==> config.mk <==
export PLATFORM = sky130hd
export DESIGN_NAME = mux_scan_scheduler
export DESIGN_NICKNAME = d
export VERILOG_FILES = /design/src/rtl/mux_scan_scheduler.sv
export SDC_FILE = /design/constraint.sdc
export NUM_CORES = 1
export LEC_CHECK = 0
export ABC_AREA = 1
export BUFFER_PORTS_ARGS = -buffer_cell sky130_fd_sc_hd__buf_2
export CAP_MARGIN = 20
export CORE_MARGIN = 1
export CORE_UTILIZATION = 30
export CTS_CLUSTER_DIAMETER = 30
export DETAILED_ROUTE_END_ITERATION = 8
export SKIP_CTS_REPAIR_TIMING = 1
export SYNTH_ARGS = -nofsm -noshare
export SYNTH_HDL_FRONTEND = slang
export SYNTH_SLANG_ARGS = --single-unit
==> constraint.sdc <==
create_clock -name iClk -period 4.4 [get_ports iClk]
set_clock_uncertainty 0.1 [all_clocks]
set_input_delay 0.88 -clock iClk [delete_from_list [all_inputs] [get_ports iClk]]
set_output_delay 0.88 -clock iClk [all_outputs]
set_load 0.02 [all_outputs]
==> src/rtl/mux_scan_scheduler.sv <==
// Round-robin scan sequencer for an 8:1 switch-scan datapath.
// Single clock, tick-enable divider, free-run and single-step modes.
module mux_scan_scheduler #(
   parameter int RATE  = 50000000,
   parameter int CNT_W = 26
) (
   input  logic       iClk,
   input  logic       iRst,
   input  logic       iRun,
   input  logic       iStep,
   input  logic [7:0] iMask,
   input  logic [7:0] iSw,
   output logic [2:0] oSelect,
   output logic       oData,
   output logic       oValid,
   output logic       oFrameDone,
   output logic       oIdle
);

   typedef enum logic {IDLE, SCAN} state_t;

   localparam logic [CNT_W-1:0] LAST = CNT_W'(RATE - 1);

   state_t           state_q, state_d;
   logic [CNT_W-1:0] cnt_q, cnt_d;
   logic             step_q;
   logic [2:0]       sel_q, sel_d;
   logic             data_q, data_d;
   logic             valid_q, valid_d;
   logic             frame_q, frame_d;
   logic             idle_q;

   logic             mask_any;
   logic             step_edge;
   logic             tick;
   logic             advance;
   logic [2:0]       nxt;
   logic [2:0]       cand;
   logic             found;

   assign mask_any  = |iMask;
   assign step_edge = iStep & ~step_q;
   assign tick      = (state_q == SCAN) && (cnt_q == LAST);

   // Next enabled channel above the current one, wrapping; itself if alone.
   always_comb begin
      nxt   = sel_q;
      found = 1'b0;
      cand  = sel_q;
      for (int k = 1; k <= 8; k++) begin
         cand = sel_q + 3'(k);
         if (!found && iMask[cand]) begin
            nxt   = cand;
            found = 1'b1;
         end
      end
   end

   // FSM next state, divider and advance decision.
   always_comb begin
      state_d = state_q;
      cnt_d   = cnt_q;
      advance = 1'b0;
      unique case (state_q)
         IDLE: begin
            if (iRun && mask_any) begin
               state_d = SCAN;
               cnt_d   = '0;
            end else if (step_edge && !iRun && mask_any) begin
               advance = 1'b1;
            end
         end
         SCAN: begin
            if (!iRun || !mask_any) begin
               state_d = IDLE;
               cnt_d   = '0;
            end else if (tick) begin
               advance = 1'b1;
               cnt_d   = '0;
            end else begin
               cnt_d = cnt_q + CNT_W'(1);
            end
         end
      endcase
   end

   // Output next values: capture on advance, hold otherwise.
   always_comb begin
      sel_d   = sel_q;
      data_d  = data_q;
      valid_d = 1'b0;
      frame_d = 1'b0;
      if (advance) begin
         sel_d   = nxt;
         data_d  = iSw[nxt];
         valid_d = 1'b1;
         frame_d = (nxt <= sel_q);
      end
   end

   // State and output registers with synchronous reset.
   always_ff @(posedge iClk) begin
      if (iRst) begin
         state_q <= IDLE;
         cnt_q   <= '0;
         step_q  <= 1'b0;
         sel_q   <= 3'd0;
         data_q  <= 1'b0;
         valid_q <= 1'b0;
         frame_q <= 1'b0;
         idle_q  <= 1'b1;
      end else begin
         state_q <= state_d;
         cnt_q   <= cnt_d;
         step_q  <= iStep;
         sel_q   <= sel_d;
         data_q  <= data_d;
         valid_q <= valid_d;
         frame_q <= frame_d;
         idle_q  <= (state_d == IDLE);
      end
   end

   assign oSelect    = sel_q;
   assign oData      = data_q;
   assign oValid     = valid_q;
   assign oFrameDone = frame_q;
   assign oIdle      = idle_q;

endmodule

==> impl_metrics.json, run 1 <==
{
  "outcome": "finished, final reports clean",
  "synth_cell_types": 40,
  "ctsHtreeMaxLevel": 2,
  "yosys.cell_count.top_type": "nand2_1",
  "synth-edff-count": 0,
  "yosysSeqAreaShare_pct": 26.2,
  "synthCells": 427,
  "synth_area_um2": 2680,
  "numPortBuffers": 26,
  "place_hpwl_mm": 4.98,
  "vias": 2771,
  "fp-row-count": 34,
  "routed.top_layer": "met4",
  "final_nets": 478,
  "crit_path_frequent_cell": "ha_1",
  "period_share_pct": 76.0,
  "placed_area_um2": 2900,
  "area_growth_pct": 11.3,
  "drv_slew": 0,
  "io_pins": 27,
  "critPathMaxFanout": 10,
  "dr.pass1.iters": 5,
  "chipWidth_um": 96.5,
  "avgSynthCellArea_um2": 6.27,
  "cp-end-kind": "flip-flop",
  "fmax_mhz": 299,
  "power.total_mw": 0.866,
  "place.gp.congestion": 0.926,
  "dr_wl_met3_um": 200,
  "clockBufferDepth": 2,
  "synth.ff_latch_count": 35,
  "vdd_drop_max_mv": 0.0931,
  "cp_slowest_cell": "dfxtp_1",
  "fin_setup_tns_ps": 0,
  "fp.dieArea_um2": 9310,
  "rsz0062_at_grt": "no",
  "yosys.area.top_type": "dfxtp_1",
  "cp.arrival_ps": 3450,
  "tightest_slew_ps": 572,
  "fillCellCount": 963,
  "grt_overflow_total": 0,
  "setup_viol": 0,
  "dr_wl_met2_mm": 3.06,
  "die_h_um": 96.5,
  "yosys_most_used_dff": "dfxtp_1",
  "antenna_found_initial": 0,
  "slew_headroom_pct": 61.8,
  "synth_area_leaders": "dfxtp_1 26%, nand2_1 19%, nand3_1 9.9%",
  "netlist.area_leader.share_pct": 26.2,
  "detail-route-antenna-nets": 0,
  "syn_nets": 453,
  "start_util_pct": 30.9,
  "layout-drive-gt1-share_pct": 14.8,
  "cts.sinks": 35,
  "grt_max_degree": 23,
  "fin_area_um2": 2980,
  "clk_pin_slew_worst_paths_ps": 80,
  "wl_mm": 6.41,
  "diodes": 0,
  "cp_num_buf_inv": 2,
  "max_cap_violations": 0,
  "design.core.area_um2": 8680,
  "grt_pass1_wl_mm": 11.2,
  "crit_path_max_incr_delay_ps": 590,
  "critPathTopFamily": "simple AND/OR/NAND/NOR gates",
  "vias_per_cell": 4.94,
  "fin_crit_ps": 3350,
  "hold_viol": 0,
  "critPathKind": "reg2reg",
  "yosys-top-cells-count": "135 x nand2_1, 53 x nand3_1, 45 x inv_1",
  "numCtsBuffers": 5,
  "synthArstFlopShare_pct": 0,
  "leakagePower_nw": 1.22,
  "cts_tree": "built",
  "cp_cell_sequence": "inv_2, ha_1, inv_1, nand3_1, nand3_2, nand2_4, nor2_4, nand4_2, nor2_2, nor2_1, o21ai_2, ha_1, a21oi_1, o21ai_0, a211oi_1",
  "grtUsageTotal_pct": 15.3,
  "drt-met1-wl_mm": 3.06,
  "wl_per_cell_um": 11.4,
  "yosys_warnings": 0,
  "power_density_nw_per_um2": 290,
  "worst_slack_ps": 1050,
  "grt_pass1_vias": 2650,
  "drc": 0,
  "pre_cts_slack_ps": 1060,
  "root_buffer": "clkbuf_8",
  "hp-class": "reg2reg",
  "insertion_delay_ps": 290,
  "drt_iter0_drc": 151,
  "cp_data_required_time_ps": 4500,
  "cp-start-kind": "flip-flop"
}
kinds of logic after synthesis:
family          Yosys count  synth area share (%)
compound gates           58                  13.4
xor+xnor                  6                  2.94
fa+ha+maj                 6                  2.80
buf+inv                  61                  9.58
flops                    35                  26.2
simple gates            261                  45.2
worst reg2reg max path: stages (launching register included):
cell	delay, ps
dfxtp_1	590
inv_2	160
ha_1	400
inv_1	210
nand3_1	150
nand3_2	140
nand2_4	90
nor2_4	150
nand4_2	120
nor2_2	140
nor2_1	70
o21ai_2	200
ha_1	300
a21oi_1	140
o21ai_0	90
a211oi_1	210
layer usage:
layer  global-route usage, %  vias to the layer above
met5                       0                        -
met4                    4.53                        0
met3                    2.90                        9
met2                    28.7                       38
met1                    17.4                     1255
li1                        -                     1469
cell usage in the layout (no fill, tap or decap), types with 7 or more instances in the layout:
cell type and count:
nand3_1 53, a221oi_1 7, a21oi_1 23, inv_1 45
buf_2 26, nand4_1 10, nand2_1 135, dfxtp_1 35
o21ai_0 17, nor2_1 30
area by class of cell:
cell class                      instances  area [um2]  area share (%)
Multi-Input combinational cell        331        1720            57.7
Sequential cell                        35         701            23.5
Inverter                               51         194            6.50
Timing Repair Buffer                   28         145            4.87
Tap cell                              108         135            4.53
Clock buffer                            6        72.6            2.43
Clock inverter                          2        12.5           0.420
power breakdown:
part | switching (mW) | internal, mW | total [mW]
clock | 0.122 | 0.111 | 0.233
combinational | 0.200 | 0.102 | 0.302
sequential | 0.00763 | 0.323 | 0.330
total | 0.330 | 0.535 | 0.866
sequential cells by signal, indices dropped and copies added, names as in the netlist:
name,flops
state_q,1
oSelect,3
oValid,1
cnt_q,26
oData,1
oFrameDone,1
oIdle,1
step_q,1
through the flow:
step                      hold WS, ps  util, %  std cells
final                             391     34.4        561
after detailed placement          369     33.4        553
after floorplan                   347        -        427
after CTS                         394     34.4        561
after global placement            365     33.4        553
after global routing              422     34.4        561
path summary, 6_finish.rpt:
path	from	endpoint	slack (ps)	cells after the start
setup / recovery	oSelect[1]	oFrameDone	1050	15
hold / removal	cnt_q[1]	cnt_q[1]	390	2
setup reg to reg	oSelect[1]	oFrameDone	1050	15
hold reg to reg	cnt_q[1]	cnt_q[1]	390	2
(Power assumes the default switching activity.)
==> inputs of run 2 (changes only) <==
==> constraint.sdc (replaced) <==
create_clock -name iClk -period 3.05 [get_ports iClk]
set_clock_uncertainty 0.1 [all_clocks]
set_input_delay 0.61 -clock iClk [delete_from_list [all_inputs] [get_ports iClk]]
set_output_delay 0.61 -clock iClk [all_outputs]
set_load 0.02 [all_outputs]
==> run 2 against run 1 <==
Effect of this change: die area stayed put; register-to-register slack worse by 760 ps; sequential share of layout area is 0.41 points lower; utilization is 0.61 points higher; critical path type unchanged; critical endpoint unchanged.
==> impl_metrics.json, run 2 (synthesis results as in run 1) <==
{
  "routed.top_layer": "met4",
  "place.gp.congestion": 0.923,
  "critPathTopFamily": "simple AND/OR/NAND/NOR gates",
  "power_density_nw_per_um2": 418,
  "cts.sinks": 35,
  "numPortBuffers": 26,
  "hold_viol": 0,
  "layout-drive-gt1-share_pct": 16.3,
  "fp.dieArea_um2": 9310,
  "area_growth_pct": 13.3,
  "pre_cts_slack_ps": 196,
  "io_pins": 27,
  "final_nets": 484,
  "vdd_drop_max_mv": 0.153,
  "drt-met1-wl_mm": 3.23,
  "largest_reg_flops": 26,
  "hp-class": "reg2reg",
  "fin_setup_tns_ps": 0,
  "worst_slack_ps": 296,
  "chipWidth_um": 96.5,
  "fp-row-count": 34,
  "final_common_cell": "nand2_1",
  "cp-start-kind": "flip-flop",
  "leakagePower_nw": 1.25,
  "tightest_slew_ps": 475,
  "insertion_delay_ps": 290,
  "cp_cell_sequence": "inv_2, ha_1, buf_4, nand3_1, nand2_1, nand2_1, nand2_2, inv_1, nand4_1, nor2_1, nor2_1, nand2_1, nand2_1, nand2_2, ha_1, nand2_1, o21ai_0, a211oi_1",
  "start_util_pct": 30.9,
  "die_h_um": 96.5,
  "crit_path_max_incr_delay_ps": 340,
  "grt_max_degree": 23,
  "dr_wl_met3_um": 225,
  "clockBufferDepth": 2,
  "wl_mm": 6.70,
  "top_register": "cnt_q",
  "numCtsBuffers": 5,
  "cp_slowest_cell": "dfxtp_1",
  "critPathKind": "reg2reg",
  "diodes": 0,
  "multi_input_area_um2": 1730,
  "grt_pass1_vias": 2616,
  "root_buffer": "clkbuf_8",
  "final_cell_mix": "134 x nand2_1, 53 x nand3_1, 44 x inv_1",
  "wl_per_cell_um": 11.8,
  "grt_overflow_total": 0,
  "dr.pass1.iters": 4,
  "vias_per_cell": 4.96,
  "fillCellCount": 964,
  "crit_path_frequent_cell": "nand2_1",
  "register_area_um2": 701,
  "cp_data_required_time_ps": 3160,
  "grtUsageTotal_pct": 15.6,
  "cp-end-kind": "flip-flop",
  "cts_tree": "built",
  "period_share_pct": 90.3,
  "fin_crit_ps": 2750,
  "drc": 0,
  "dr_wl_met2_mm": 3.16,
  "antenna_found_initial": 0,
  "critPathMaxFanout": 10,
  "grt_pass1_wl_mm": 11.4,
  "cp.arrival_ps": 2860,
  "fmax_mhz": 363,
  "cp_num_buf_inv": 3,
  "setup_viol": 0,
  "rsz0062_at_grt": "no",
  "max_cap_violations": 0,
  "place_hpwl_mm": 5.24,
  "ctsHtreeMaxLevel": 2,
  "drv_slew": 0,
  "clk_pin_slew_worst_paths_ps": 80,
  "drt_iter0_drc": 131,
  "detail-route-antenna-nets": 0,
  "vias": 2814,
  "outcome": "finished, final reports clean",
  "design.core.area_um2": 8680,
  "slew_headroom_pct": 68.3
}
## run 2: path summary, 6_finish.rpt
check	start	to	slack, ps	cells after the start
hold reg to reg	cnt_q[1]	cnt_q[1]	390	2
setup reg to reg	oSelect[0]	oFrameDone	300	18
hold / removal	cnt_q[1]	cnt_q[1]	390	2
setup / recovery	oSelect[0]	oFrameDone	300	18
## run 2: area by class of cell
type	count	share of cell area [%]
Tap cell	108	4.45
Sequential cell	35	23.1
Inverter	51	6.39
Clock buffer	6	2.39
Clock inverter	2	0.412
Multi-Input combinational cell	331	57.0
Timing Repair Buffer	34	6.27
## run 2: report_power, final
group	internal, mW	switching [mW]	total [mW]
clock network	0.160	0.175	0.334
registers	0.466	0.00614	0.472
logic	0.161	0.301	0.463
total	0.787	0.482	1.27
## run 2: per-layer routing
| metal | up-vias | GRT usage (%) |
|---|---|---|
| met5 | - | 0 |
| met4 | 0 | 5.02 |
| met3 | 9 | 2.74 |
| met2 | 46 | 28.1 |
| met1 | 1283 | 18.7 |
| li1 | 1476 | - |
## run 2: worst min-delay path, delay by kind of cell, from the launching register on
family           cells  cell delay (ps)
AND/OR/NAND/NOR      1               60
AO/OA/AOI/OAI        1               50
flip-flops           1              330
## run 2: per-stage QoR
stage | cells | util [%] | hold WS (ps) | total power [mW] | area (um2)
after global routing | 567 | 35.0 | 410 | 1.36 | 3030
after detailed placement | 558 | 33.8 | 372 | 0.935 | 2930
final | 567 | 35.0 | 388 | 1.27 | 3030
after global placement | 558 | 33.8 | 370 | 0.926 | 2930
after floorplan | 427 | - | 347 | 0.832 | 2680
after CTS | 566 | 34.8 | 390 | 1.27 | 3020
